`src/rtl/mole_round_scheduler.sv`:
```
// mole_round_scheduler
// Whack-a-mole round sequencer. Each round waits an idle gap, lights one
// pseudo-random hole, then scores a hit, a miss (wrong or multiple press) or
// a timeout before moving to the next round. A game is ROUNDS moles long.
//
// Ports
//   clk        system clock, all state on rising edge
//   rst        synchronous active-high reset
//   start      level; starts a game from IDLE or DONE
//   tick       one-cycle time-base strobe
//   btn[3:0]   synchronized button levels, bit i = hole i
//   mole[3:0]  one-hot lit hole, 0 when no mole
//   score      hits this game (saturating)
//   round_cnt  completed rounds this game
//   hit_p      one-cycle pulse per hit
//   miss_p     one-cycle pulse per miss or timeout
//   busy       high in GAP, SHOW, NEXT
//   done       high in DONE
//
// state | meaning
// IDLE  | after reset, waiting for start
// GAP   | no mole lit, counting GAP_TICKS ticks
// SHOW  | mole lit, waiting for press or SHOW_TICKS timeout
// NEXT  | one-cycle round bookkeeping
// DONE  | game over, waiting for start
module mole_round_scheduler #(
    parameter int GAP_TICKS  = 200,
    parameter int SHOW_TICKS = 500,
    parameter int ROUNDS     = 16
) (
    input  logic       clk,
    input  logic       rst,
    input  logic       start,
    input  logic       tick,
    input  logic [3:0] btn,
    output logic [3:0] mole,
    output logic [7:0] score,
    output logic [4:0] round_cnt,
    output logic       hit_p,
    output logic       miss_p,
    output logic       busy,
    output logic       done
);

    localparam int MAX_TICKS = (GAP_TICKS > SHOW_TICKS) ? GAP_TICKS : SHOW_TICKS;
    localparam int CW = $clog2(MAX_TICKS + 1);
    localparam logic [CW-1:0] GAP_LAST  = CW'(GAP_TICKS - 1);
    localparam logic [CW-1:0] SHOW_LAST = CW'(SHOW_TICKS - 1);
    localparam logic [4:0]    ROUND_END = 5'(ROUNDS);

    typedef enum logic [2:0] {
        S_IDLE,
        S_GAP,
        S_SHOW,
        S_NEXT,
        S_DONE
    } state_t;

    state_t        state, state_nx;
    logic [CW-1:0] cnt, cnt_nx;
    logic [7:0]    lfsr, lfsr_nx;
    logic [1:0]    prev_pos, prev_pos_nx;
    logic [1:0]    pos;
    logic [3:0]    btn_q;
    logic [3:0]    rise;
    logic [3:0]    mole_nx;
    logic [7:0]    score_nx;
    logic [4:0]    round_nx;
    logic [4:0]    round_inc;
    logic          hit_nx, miss_nx;

    assign rise      = btn & ~btn_q;
    // x^8+x^6+x^5+x^4+1, shifting toward the MSB
    assign lfsr_nx   = {lfsr[6:0], lfsr[7] ^ lfsr[5] ^ lfsr[4] ^ lfsr[3]};
    // never light the same hole twice in a row
    assign pos       = (lfsr[1:0] == prev_pos) ? lfsr[1:0] + 2'd1 : lfsr[1:0];
    assign round_inc = round_cnt + 5'd1;

    always_comb begin
        state_nx    = state;
        cnt_nx      = cnt;
        prev_pos_nx = prev_pos;
        mole_nx     = mole;
        score_nx    = score;
        round_nx    = round_cnt;
        hit_nx      = 1'b0;
        miss_nx     = 1'b0;
        case (state)
            S_IDLE, S_DONE: begin
                if (start) begin
                    score_nx = 8'd0;
                    round_nx = 5'd0;
                    cnt_nx   = '0;
                    state_nx = S_GAP;
                end
            end
            S_GAP: begin
                if (tick) begin
                    if (cnt == GAP_LAST) begin
                        cnt_nx      = '0;
                        state_nx    = S_SHOW;
                        mole_nx     = 4'b0001 << pos;
                        prev_pos_nx = pos;
                    end else begin
                        cnt_nx = cnt + 1'b1;
                    end
                end
            end
            S_SHOW: begin
                // a press outranks a coincident timeout tick
                if (rise != 4'd0) begin
                    if (rise == mole) begin
                        hit_nx   = 1'b1;
                        score_nx = (score == 8'hFF) ? score : score + 8'd1;
                    end else begin
                        miss_nx = 1'b1;
                    end
                    mole_nx  = 4'd0;
                    state_nx = S_NEXT;
                end else if (tick) begin
                    if (cnt == SHOW_LAST) begin
                        miss_nx  = 1'b1;
                        mole_nx  = 4'd0;
                        state_nx = S_NEXT;
                    end else begin
                        cnt_nx = cnt + 1'b1;
                    end
                end
            end
            S_NEXT: begin
                round_nx = round_inc;
                cnt_nx   = '0;
                state_nx = (round_inc == ROUND_END) ? S_DONE : S_GAP;
            end
            default: state_nx = S_IDLE;
        endcase
    end

    always_ff @(posedge clk) begin
        if (rst) begin
            state     <= S_IDLE;
            cnt       <= '0;
            lfsr      <= 8'hA5;
            prev_pos  <= 2'd0;
            btn_q     <= 4'hF;
            mole      <= 4'd0;
            score     <= 8'd0;
            round_cnt <= 5'd0;
            hit_p     <= 1'b0;
            miss_p    <= 1'b0;
            busy      <= 1'b0;
            done      <= 1'b0;
        end else begin
            state     <= state_nx;
            cnt       <= cnt_nx;
            lfsr      <= lfsr_nx;
            prev_pos  <= prev_pos_nx;
            btn_q     <= btn;
            mole      <= mole_nx;
            score     <= score_nx;
            round_cnt <= round_nx;
            hit_p     <= hit_nx;
            miss_p    <= miss_nx;
            busy      <= (state_nx == S_GAP) || (state_nx == S_SHOW) || (state_nx == S_NEXT);
            done      <= (state_nx == S_DONE);
        end
    end

endmodule

```
`config.mk`:
```
export PLATFORM = sky130hd
export DESIGN_NAME = mole_round_scheduler
export DESIGN_NICKNAME = d
export VERILOG_FILES = /design/src/rtl/mole_round_scheduler.sv
export SDC_FILE = /design/constraint.sdc
export NUM_CORES = 1
export LEC_CHECK = 0
export ABC_AREA = 1
export ABC_CLOCK_PERIOD_IN_PS = 1450
export BUFFER_PORTS_ARGS = -buffer_cell sky130_fd_sc_hd__buf_2
export CAP_MARGIN = 40
export CORE_UTILIZATION = 50
export DETAILED_ROUTE_END_ITERATION = 10
export PLACE_DENSITY_LB_ADDON = 0.3
export REMOVE_ABC_BUFFERS = 1
export SYNTH_ARGS = -nofsm -noshare
export SYNTH_HDL_FRONTEND = slang
export SYNTH_SLANG_ARGS = --single-unit
```
`constraint.sdc`:
```
create_clock -name clk -period 1.45 [get_ports clk]
set_input_delay 0.0725 -clock clk [delete_from_list [all_inputs] [get_ports clk]]
set_output_delay 0.0725 -clock clk [all_outputs]
set_load 0.02 [all_outputs]
```
==> impl_metrics.env, run 1 <==
export IMPL_yosysMostFrequentCell="nand2_1"
export IMPL_syn_cell_area_mm2=0.00245
export IMPL_core_area_mm2=0.00472
export IMPL_wl_per_cell_um=12.6
export IMPL_drv_cap=0
export IMPL_final_nets=463
export IMPL_die_w_um=72.0
export IMPL_synth_ff_type="dfxtp_1"
export IMPL_io_pins=29
export IMPL_highest_layer="met4"
export IMPL_yosys_warnings=0
export IMPL_clockBufferDepth=2
export IMPL_via_per_inst=5.05
export IMPL_area_growth_pct=41.4
export IMPL_tightestPinTransition_ps=277
export IMPL_ir_worst_vdd_mv=0.441
export IMPL_synth_edff_count=0
export IMPL_synthTopCellsByCount="110 x nand2_1, 48 x nor2_1, 47 x dfxtp_1"
export IMPL_globalplace_congestion=0.820
export IMPL_synth_top_area_share_pct=38.4
export IMPL_clock_sinks=47
export IMPL_dr_pass1_iters=4
export IMPL_root_buffer="clkbuf_8"
export IMPL_totalWireLength_um=6520
export IMPL_antenna_found_initial=0
export IMPL_finalHoldViolCount=0
export IMPL_power_density_mw_per_mm2=757
export IMPL_drive_gt1_share_pct=36.3
export IMPL_required_ps=1640
export IMPL_htreeDepth=2
export IMPL_start_util_pct=51.9
export IMPL_postRouteAntennaNets=0
export IMPL_placementRows=25
export IMPL_grt_max_degree=16
export IMPL_criticalPathCategory="flip-flop to flip-flop"
export IMPL_ys_ff_latch=47
export IMPL_dp_hpwl_um=4040
export IMPL_io_buffers=28
export IMPL_dieHeight_um=72.0
export IMPL_synth_area_leaders="dfxtp_1 38%, nand2_1 17%, nor2_1 7.3%"
export IMPL_reg2reg_depth=8
export IMPL_drc=0
export IMPL_vias=2622
export IMPL_async_reset_ff_share_pct=0
export IMPL_syn_inst=370
export IMPL_fin_ws_ps=-84.5
export IMPL_grt_total_usage_pct=23.3
export IMPL_clk_pin_slew_ps=80
export IMPL_place_area_mm2=0.00297
export IMPL_critical_path_arrival_ps=1730
export IMPL_yosys_area_top_type="dfxtp_1"
export IMPL_clock_fmax_mhz=652
export IMPL_timing_final_crit_share_pct=106
export IMPL_tns_ps=-692
export IMPL_finClkSkew_ps=7.61
export IMPL_synth_seq_area_share_pct=38.4
export IMPL_synth_cell_type_count=30
export IMPL_clock_latency_ps=310
export IMPL_grt_ovfl_total=0
export IMPL_endpoint_kind="flip-flop"
export IMPL_fin_hold_ws_ps=116
export IMPL_cts_buffers=5
export IMPL_hold_start="rst"
export IMPL_outcome="complete, but fails checks"
export IMPL_drtIter0Drc=112
export IMPL_finalNonFillerCells=519
export IMPL_grt_pass1_vias=2306
export IMPL_synth_area_per_cell_um2=6.63
export IMPL_setup_viol_count_final=15
export IMPL_rsz0062_at_grt="true"
export IMPL_startpoint_type="flip-flop"
export IMPL_r2r_setup_slack_ps=-80
export IMPL_hp_class="input port to flip-flop"
export IMPL_hold_depth=2
export IMPL_fin_crit_ps=1530
export IMPL_final_cell_area_mm2=0.00347
export IMPL_dieArea_mm2=0.00519
export IMPL_wl_met1_um=2850
export IMPL_violations="negative setup slack"
export IMPL_dr_wl_met3_um=232
export IMPL_reg2reg_to="score[1]"
export IMPL_drv_slew=0
export IMPL_cts_tree="built"
export IMPL_holdPathEnd="lfsr[1]"
export IMPL_slew_headroom_pct=81.5
export IMPL_dr_wl_met2_um=3330
export IMPL_critPathMaxFanout=8
export IMPL_power_leakage_nw=1.57
export IMPL_placed_cells=502
export IMPL_r2r_start="state[1]"
export IMPL_n_antenna_cell=0
export IMPL_grt_first_pass_wirelength_um=9630
[per-stage QoR]
stage	total power, W	util [%]	worst slack, ps
6_report	0.00263	73.4	-84.5
5_1_grt	0.00273	73.4	-154
4_1_cts	0.00255	67.8	-13.8
3_5_place_dp	0.00174	62.9	-96.5
3_3_place_gp	0.00174	62.9	-96.6
2_1_floorplan	0.00159	-	-77.9
[worst max-delay path, cell delays in order (launching register included)]
cell     delay, ps
dfxtp_4        390
inv_6           50
nor3_4         220
buf_6          140
nand2_4         40
a21oi_4        230
nand3_4        180
nand3_2        110
o21ai_1         70
[logic make-up after synthesis]
kind of cell    after synthesis  synth area share (%)
compound gates               41                  9.18
buf+inv                      47                  7.24
xor+xnor                     10                  3.57
simple gates                221                  39.6
fa+ha+maj                     4                  2.04
flops                        47                  38.4
[where the power goes]
| part | internal [W] | switching (W) |
|---|---|---|
| registers | 0.00133 | 0.0000293 |
| clock network | 0.000338 | 0.000454 |
| logic | 0.000202 | 0.000270 |
[routing by layer]
| metal | GRT usage [%] | up-vias |
|---|---|---|
| met2 | 42.2 | 67 |
| li1 | - | 1335 |
| met4 | 6.97 | 0 |
| met3 | 4.72 | 11 |
| met5 | 0 | - |
| met1 | 27.6 | 1209 |
[placed cells by master, fill, tap and decap left out, drive strengths merged, types with 4 or more instances in the layout]
cell type,count
a21oi,29
buf,73
clkbuf,7
dfxtp,47
dlygate4sd3,4
ha,4
inv,40
nand2,113
nand3,33
nand4,4
nor2,51
nor3,8
o21ai,8
or2,10
xnor2,5
xor2,5
[flip-flops by register name, indices dropped and copies added (netlist names), 2 cells and up]
register,count
round_cnt,5
cnt,9
prev_pos,2
state,3
mole,4
btn_q,4
score,8
lfsr,8
[worst max-delay path by stage]
stage,endpoint,cells past startpoint,start
global placement,mole[2],10,cnt[0]
detailed placement,mole[2],10,cnt[0]
CTS,cnt[5],10,state[0]
global route,score[1],8,state[1]
floorplan,score[1],9,score[0]
finish,score[1],8,state[1]
[cell type report]
class,count,area (um^2)
fill,357,1260
clock inverter,2,12.5
timing repair buffer,78,569
sequential,47,956
multi-input combinational,277,1600
clock buffer,6,72.6
tap,67,83.8
inverter,42,175
[what timing repair did]
item                                    4_1_cts  5_1_grt
hold endpoints to repair                      3        1
pin swaps                                    10       26
resized for setup                            25       68
gates cloned                                  1        1
endpoints found under the setup margin       22       32
hold buffers                                  3        1
buffers inserted                              2        2
Power figures use the tool's default switching activity.
==> run 2, diff against run 1 <==
--- a/config.mk
+++ b/config.mk
@@ -5,7 +5,7 @@
 export SDC_FILE = /design/constraint.sdc
 export NUM_CORES = 1
 export LEC_CHECK = 0
-export ABC_AREA = 1
+export ABC_AREA = 0
 export ABC_CLOCK_PERIOD_IN_PS = 1450
 export BUFFER_PORTS_ARGS = -buffer_cell sky130_fd_sc_hd__buf_2
 export CAP_MARGIN = 40
==> impl_metrics.env, run 2 <==
export IMPL_outcome="complete, but fails checks"
export IMPL_violations="design-rule violations, negative setup slack"
export IMPL_placementRows=24
export IMPL_synth_ff_type="dfxtp_1"
export IMPL_drv_cap=0
export IMPL_fin_ws_ps=-437
export IMPL_required_ps=1680
export IMPL_dp_hpwl_um=4100
export IMPL_critical_path_arrival_ps=2110
export IMPL_globalplace_congestion=0.824
export IMPL_drc=8
export IMPL_final_cell_area_mm2=0.00375
export IMPL_fin_hold_ws_ps=230
export IMPL_core_area_mm2=0.00444
export IMPL_tns_ps=-9880
export IMPL_syn_inst=271
export IMPL_synth_edff_count=0
export IMPL_yosys_warnings=0
export IMPL_die_w_um=70.7
export IMPL_drtIter0Drc=218
export IMPL_top_register="cnt"
export IMPL_dr_pass1_iters=8
export IMPL_io_pins=29
export IMPL_cts_buffers=5
export IMPL_finalNonFillerCells=427
export IMPL_via_per_inst=6.17
export IMPL_drv_slew=0
export IMPL_synth_seq_area_share_pct=39.9
export IMPL_timing_final_crit_share_pct=130
export IMPL_nFillCells=225
export IMPL_final_cell_mix="64 x buf_4, 40 x dfxtp_1, 28 x buf_2"
export IMPL_vias=2634
export IMPL_startpoint_type="flip-flop"
export IMPL_critPathMaxStageDelay_ps=430
export IMPL_cts_tree="built"
export IMPL_criticalPathCategory="flip-flop to flip-flop"
export IMPL_grt_ovfl_total=0
export IMPL_postRouteAntennaNets=0
export IMPL_fin_crit_ps=1890
export IMPL_endpoint_kind="flip-flop"
export IMPL_yosys_area_top_type="dfxtp_1"
export IMPL_clock_sinks=47
export IMPL_place_area_mm2=0.00295
export IMPL_power_density_mw_per_mm2=743
export IMPL_grt_total_usage_pct=31.5
export IMPL_antenna_found_initial=0
export IMPL_synth_area_per_cell_um2=8.70
export IMPL_yosysMostFrequentCell="dfxtp_1"
export IMPL_setup_viol_count_final=35
export IMPL_htreeDepth=2
export IMPL_async_reset_ff_share_pct=0
export IMPL_clockBufferDepth=2
export IMPL_synth_top_area_share_pct=39.9
export IMPL_wl_per_cell_um=20.3
export IMPL_n_antenna_cell=0
export IMPL_clock_latency_ps=320
export IMPL_totalWireLength_um=8670
export IMPL_drive_gt1_share_pct=55.5
export IMPL_grt_max_degree=25
export IMPL_grt_first_pass_wirelength_um=12300
export IMPL_root_buffer="clkbuf_8"
export IMPL_critPathMaxFanout=3
export IMPL_synth_cell_type_count=58
export IMPL_clock_fmax_mhz=530
export IMPL_crit_slowest_cell="or4_1"
export IMPL_dieArea_mm2=0.00499
export IMPL_syn_cell_area_mm2=0.00236
export IMPL_grt_pass1_vias=2584
export IMPL_dieHeight_um=70.7
export IMPL_synthTopCellsByCount="47 x dfxtp_1, 28 x nor2_1, 19 x a21oi_1, 19 x nand2_1, 13 x o21ai_0"
export IMPL_area_growth_pct=59.2
export IMPL_reg_largest_list="cnt (9), lfsr (8), score (8)"
export IMPL_slew_headroom_pct=63.6
export IMPL_power_leakage_nw=1.55
export IMPL_crit_chain="and2b_2 > xnor2_2 > nand3_2 > or2_4 > or4_1 > a31oi_1"
export IMPL_clk_pin_slew_ps=90
export IMPL_finClkSkew_ps=14.5
export IMPL_synth_area_leaders="dfxtp_1 40%, nor2_1 4.5%, a21oi_1 4.0%"
export IMPL_tightestPinTransition_ps=547
export IMPL_largest_reg_flops=9
export IMPL_placed_cells=399
export IMPL_ir_worst_vdd_mv=0.819
export IMPL_rsz0062_at_grt="true"
export IMPL_hp_class="input port to flip-flop"
export IMPL_io_buffers=28
export IMPL_final_common_cell="buf_4"
export IMPL_start_util_pct=53.0
export IMPL_final_util_pct=84.4
export IMPL_ys_ff_latch=47
export IMPL_final_nets=387
export IMPL_finalHoldViolCount=0
## run 2: repair_timing
item | in CTS | in global routing
endpoints found under the hold margin | 4 | 0
hold buffers | 4 | 0
gates resized for setup | 83 | 50
setup buffers | 11 | 5
endpoints found under the setup margin | 33 | 35
pin swaps | 37 | 28
gates cloned | 1 | 0
## run 2: kinds of logic (layout without fill, tap and decap cells)
family          count (synthesis)  in the layout  share of synthesized area, %
flops                          47             47                          39.9
xor+xnor                       12             12                          4.46
buf+inv                        18            122                          3.61
simple gates                  125            125                          30.9
mux                             5              5                          2.18
compound gates                 59             59                          16.4
fa+ha+maj                       5              5                          2.55
## run 2: critical path: cells and delay by family, from the launching register on
kind | cells | cell delay [ps]
flip-flops | 1 | 330
AND/OR/NAND/NOR | 4 | 1110
XOR/XNOR | 1 | 160
AO/OA/AOI/OAI | 1 | 210
## run 2: metrics by stage
step	power, W	setup WS (ps)
2_1_floorplan	0.00153	-560
3_3_place_gp	0.00163	-385
3_5_place_dp	0.00164	-620
4_1_cts	0.00266	-339
5_1_grt	0.00286	-503
6_report	0.00279	-437
## run 2: per-layer routing
layer / vias to the layer above / GRT usage [%] / part of all wire, %
met5: - / 0 / 0
met4: 0 / 17.1 / 4.4
met3: 46 / 5.41 / 6.2
met2: 157 / 58.5 / 51
met1: 1256 / 34.1 / 39
li1: 1175 / - / -
## run 2: report_power, final
group / internal, W / leakage, nW / total (W) / switching (W)
registers: 0.00132 / 0.386 / 0.00136 / 0.0000352
clock network: 0.000507 / 0.0513 / 0.000992 / 0.000485
logic: 0.000215 / 1.11 / 0.000437 / 0.000222
total: 0.00205 / 1.55 / 0.00279 / 0.000742
## run 2: cell type report
cell class	instances	area, um^2	share of cell area (%)
Multi-Input combinational cell	206	1790	47.7
Sequential cell	47	955	25.4
Timing Repair Buffer	110	818	21.8
Clock buffer	6	72.6	1.93
Tap cell	52	65.1	1.73
Clock inverter	1	30.0	0.800
Inverter	5	21.3	0.567
## run 2: final timing paths
| kind | cells after the start | to | start | slack, ps |
|---|---|---|---|---|
| setup reg to reg | 6 | score[6] | btn_q[0] | -440 |
| hold reg to reg | 1 | lfsr[7] | lfsr[6] | 430 |
| setup / recovery | 6 | score[6] | btn_q[0] | -440 |
| hold / removal | 2 | round_cnt[0] | rst | 230 |
==> run 3, diff against run 2 <==
--- a/config.mk
+++ b/config.mk
@@ -11,6 +11,7 @@
 export CAP_MARGIN = 40
 export CORE_UTILIZATION = 50
 export DETAILED_ROUTE_END_ITERATION = 10
+export GPL_TIMING_DRIVEN = 0
 export PLACE_DENSITY_LB_ADDON = 0.3
 export REMOVE_ABC_BUFFERS = 1
 export SYNTH_ARGS = -nofsm -noshare
==> impl_metrics.env, run 3 (synthesis gave the netlist of run 2 again) <==
export IMPL_grt_total_usage_pct=23.3
export IMPL_use_met1_pct=30.3
export IMPL_top_register="cnt"
export IMPL_drive_gt1_share_pct=46.7
export IMPL_vias=2285
export IMPL_setup_viol_count_final=29
export IMPL_grt_pass1_vias=2014
export IMPL_met3_usage_pct=4.13
export IMPL_n_antenna_cell=0
export IMPL_timing_final_crit_share_pct=128
export IMPL_final_cell_mix="39 x dfxtp_1, 28 x buf_2, 25 x buf_4"
export IMPL_cts_buffers=5
export IMPL_totalWireLength_um=6520
export IMPL_dieHeight_um=70.7
export IMPL_met2_usage_pct=39.2
export IMPL_critPathMaxFanout=5
export IMPL_finalNonFillerCells=388
export IMPL_startpoint_type="flip-flop"
export IMPL_reg_largest_list="cnt (9), lfsr (8), score (8)"
export IMPL_largest_reg_flops=9
export IMPL_dr_pass1_iters=7
export IMPL_hp_class="input port to flip-flop"
export IMPL_clock_sinks=47
export IMPL_dp_hpwl_um=3090
export IMPL_clock_latency_ps=310
export IMPL_htreeDepth=2
export IMPL_grt_busiest_layer="met2"
export IMPL_tightestPinTransition_ps=702
export IMPL_io_buffers=28
export IMPL_clk_pin_slew_ps=90
export IMPL_outcome="complete, but fails checks"
export IMPL_drv_slew=0
export IMPL_clock_fmax_mhz=541
export IMPL_critical_path_arrival_ps=2100
export IMPL_area_growth_pct=42.6
export IMPL_fin_ws_ps=-400
export IMPL_final_cell_area_mm2=0.00336
export IMPL_drc=8
export IMPL_violations="design-rule violations, negative setup slack"
export IMPL_cts_tree="built"
export IMPL_power_density_mw_per_mm2=810
export IMPL_rsz0062_at_grt="true"
export IMPL_ir_worst_vdd_mv=0.747
export IMPL_criticalPathCategory="flip-flop to flip-flop"
export IMPL_grt_max_degree=42
export IMPL_dieArea_mm2=0.00499
export IMPL_postRouteAntennaNets=0
export IMPL_start_util_pct=53.0
export IMPL_wl_per_cell_um=16.8
export IMPL_final_nets=347
export IMPL_placementRows=24
export IMPL_clockBufferDepth=2
export IMPL_power_leakage_nw=1.33
export IMPL_core_area_mm2=0.00444
export IMPL_grt_ovfl_total=0
export IMPL_globalplace_congestion=0.794
export IMPL_grt_first_pass_wirelength_um=9330
export IMPL_placed_cells=338
export IMPL_drtIter0Drc=170
export IMPL_finalHoldViolCount=0
export IMPL_fin_hold_ws_ps=157
export IMPL_io_pins=29
export IMPL_fin_crit_ps=1850
export IMPL_dp_slack_ps=-830
export IMPL_required_ps=1700
export IMPL_die_w_um=70.7
export IMPL_endpoint_kind="flip-flop"
export IMPL_final_common_cell="dfxtp_1"
export IMPL_drv_cap=0
export IMPL_antenna_found_initial=0
export IMPL_via_per_inst=5.89
export IMPL_finClkSkew_ps=12.7
export IMPL_root_buffer="clkbuf_8"
export IMPL_final_util_pct=75.6
export IMPL_place_area_mm2=0.00250
export IMPL_slew_headroom_pct=53.2
## run 3: cell types whose count changed in the layout (fill, tap and decap cells not counted), moves of 3 or more
cell     delta
buf_4      -39
buf_6       -5
dfxtp_4     +3
nand2_2     -3
nor2_1      +4
nor2_4      -4
xnor2_1     +3
## run 3: worst max-delay path, cell delays in order (launching register included)
cell     delay (ps)
dfxtp_1         310
and2b_2         240
buf_6           120
nor4_4          260
buf_6           160
buf_6           100
a21oi_4          70
or3_4           390
a21oi_2         130
## run 3: final timing paths
path | startpoint | endpoint | slack (ps) | depth (start not counted)
max | btn_q[3] | cnt[6] | -400 | 8
min | start | state[2] | 160 | 3
max reg2reg | btn_q[3] | cnt[6] | -400 | 8
min reg2reg | lfsr[6] | lfsr[7] | 420 | 1
## run 3: cell type report
type | count | area, um^2
Clock buffer | 5 | 68.8
Clock inverter | 3 | 46.3
Fill cell | 284 | 1080
Inverter | 5 | 18.8
Multi-Input combinational cell | 207 | 1670
Sequential cell | 47 | 963
Tap cell | 52 | 65.1
Timing Repair Buffer | 69 | 524
## run 3: report_power, final
group | leakage (nW) | total [W] | internal [W] | switching [W]
sequential | 0.388 | 0.00135 | 0.00132 | 0.0000323
clock | 0.0548 | 0.000990 | 0.000519 | 0.000470
combinational | 0.882 | 0.000383 | 0.000196 | 0.000186
## run 3: metrics by stage
stage / total power [W] / TNS (ps)
2_1_floorplan: 0.00153 / -8540
3_3_place_gp: 0.00159 / -16510
3_5_place_dp: 0.00159 / -17150
4_1_cts: 0.00267 / -6940
5_1_grt: 0.00284 / -11630
6_report: 0.00272 / -8700
## run 3: repair_timing
item / CTS / global route
buffers inserted: 29 / 9
endpoints found under the hold margin: 4 / 0
cloned: 1 / 0
endpoints found under the setup margin: 35 / 35
hold buffers: 4 / 0
pin swaps: 35 / 22
gates resized for setup: 73 / 37
## run 3: layer usage
layer  up-vias  share of wire [%]
li1       1096                  -
met5         -                  0
met4         0                2.3
met1      1112                 43
met2        60                 51
met3        17                4.1
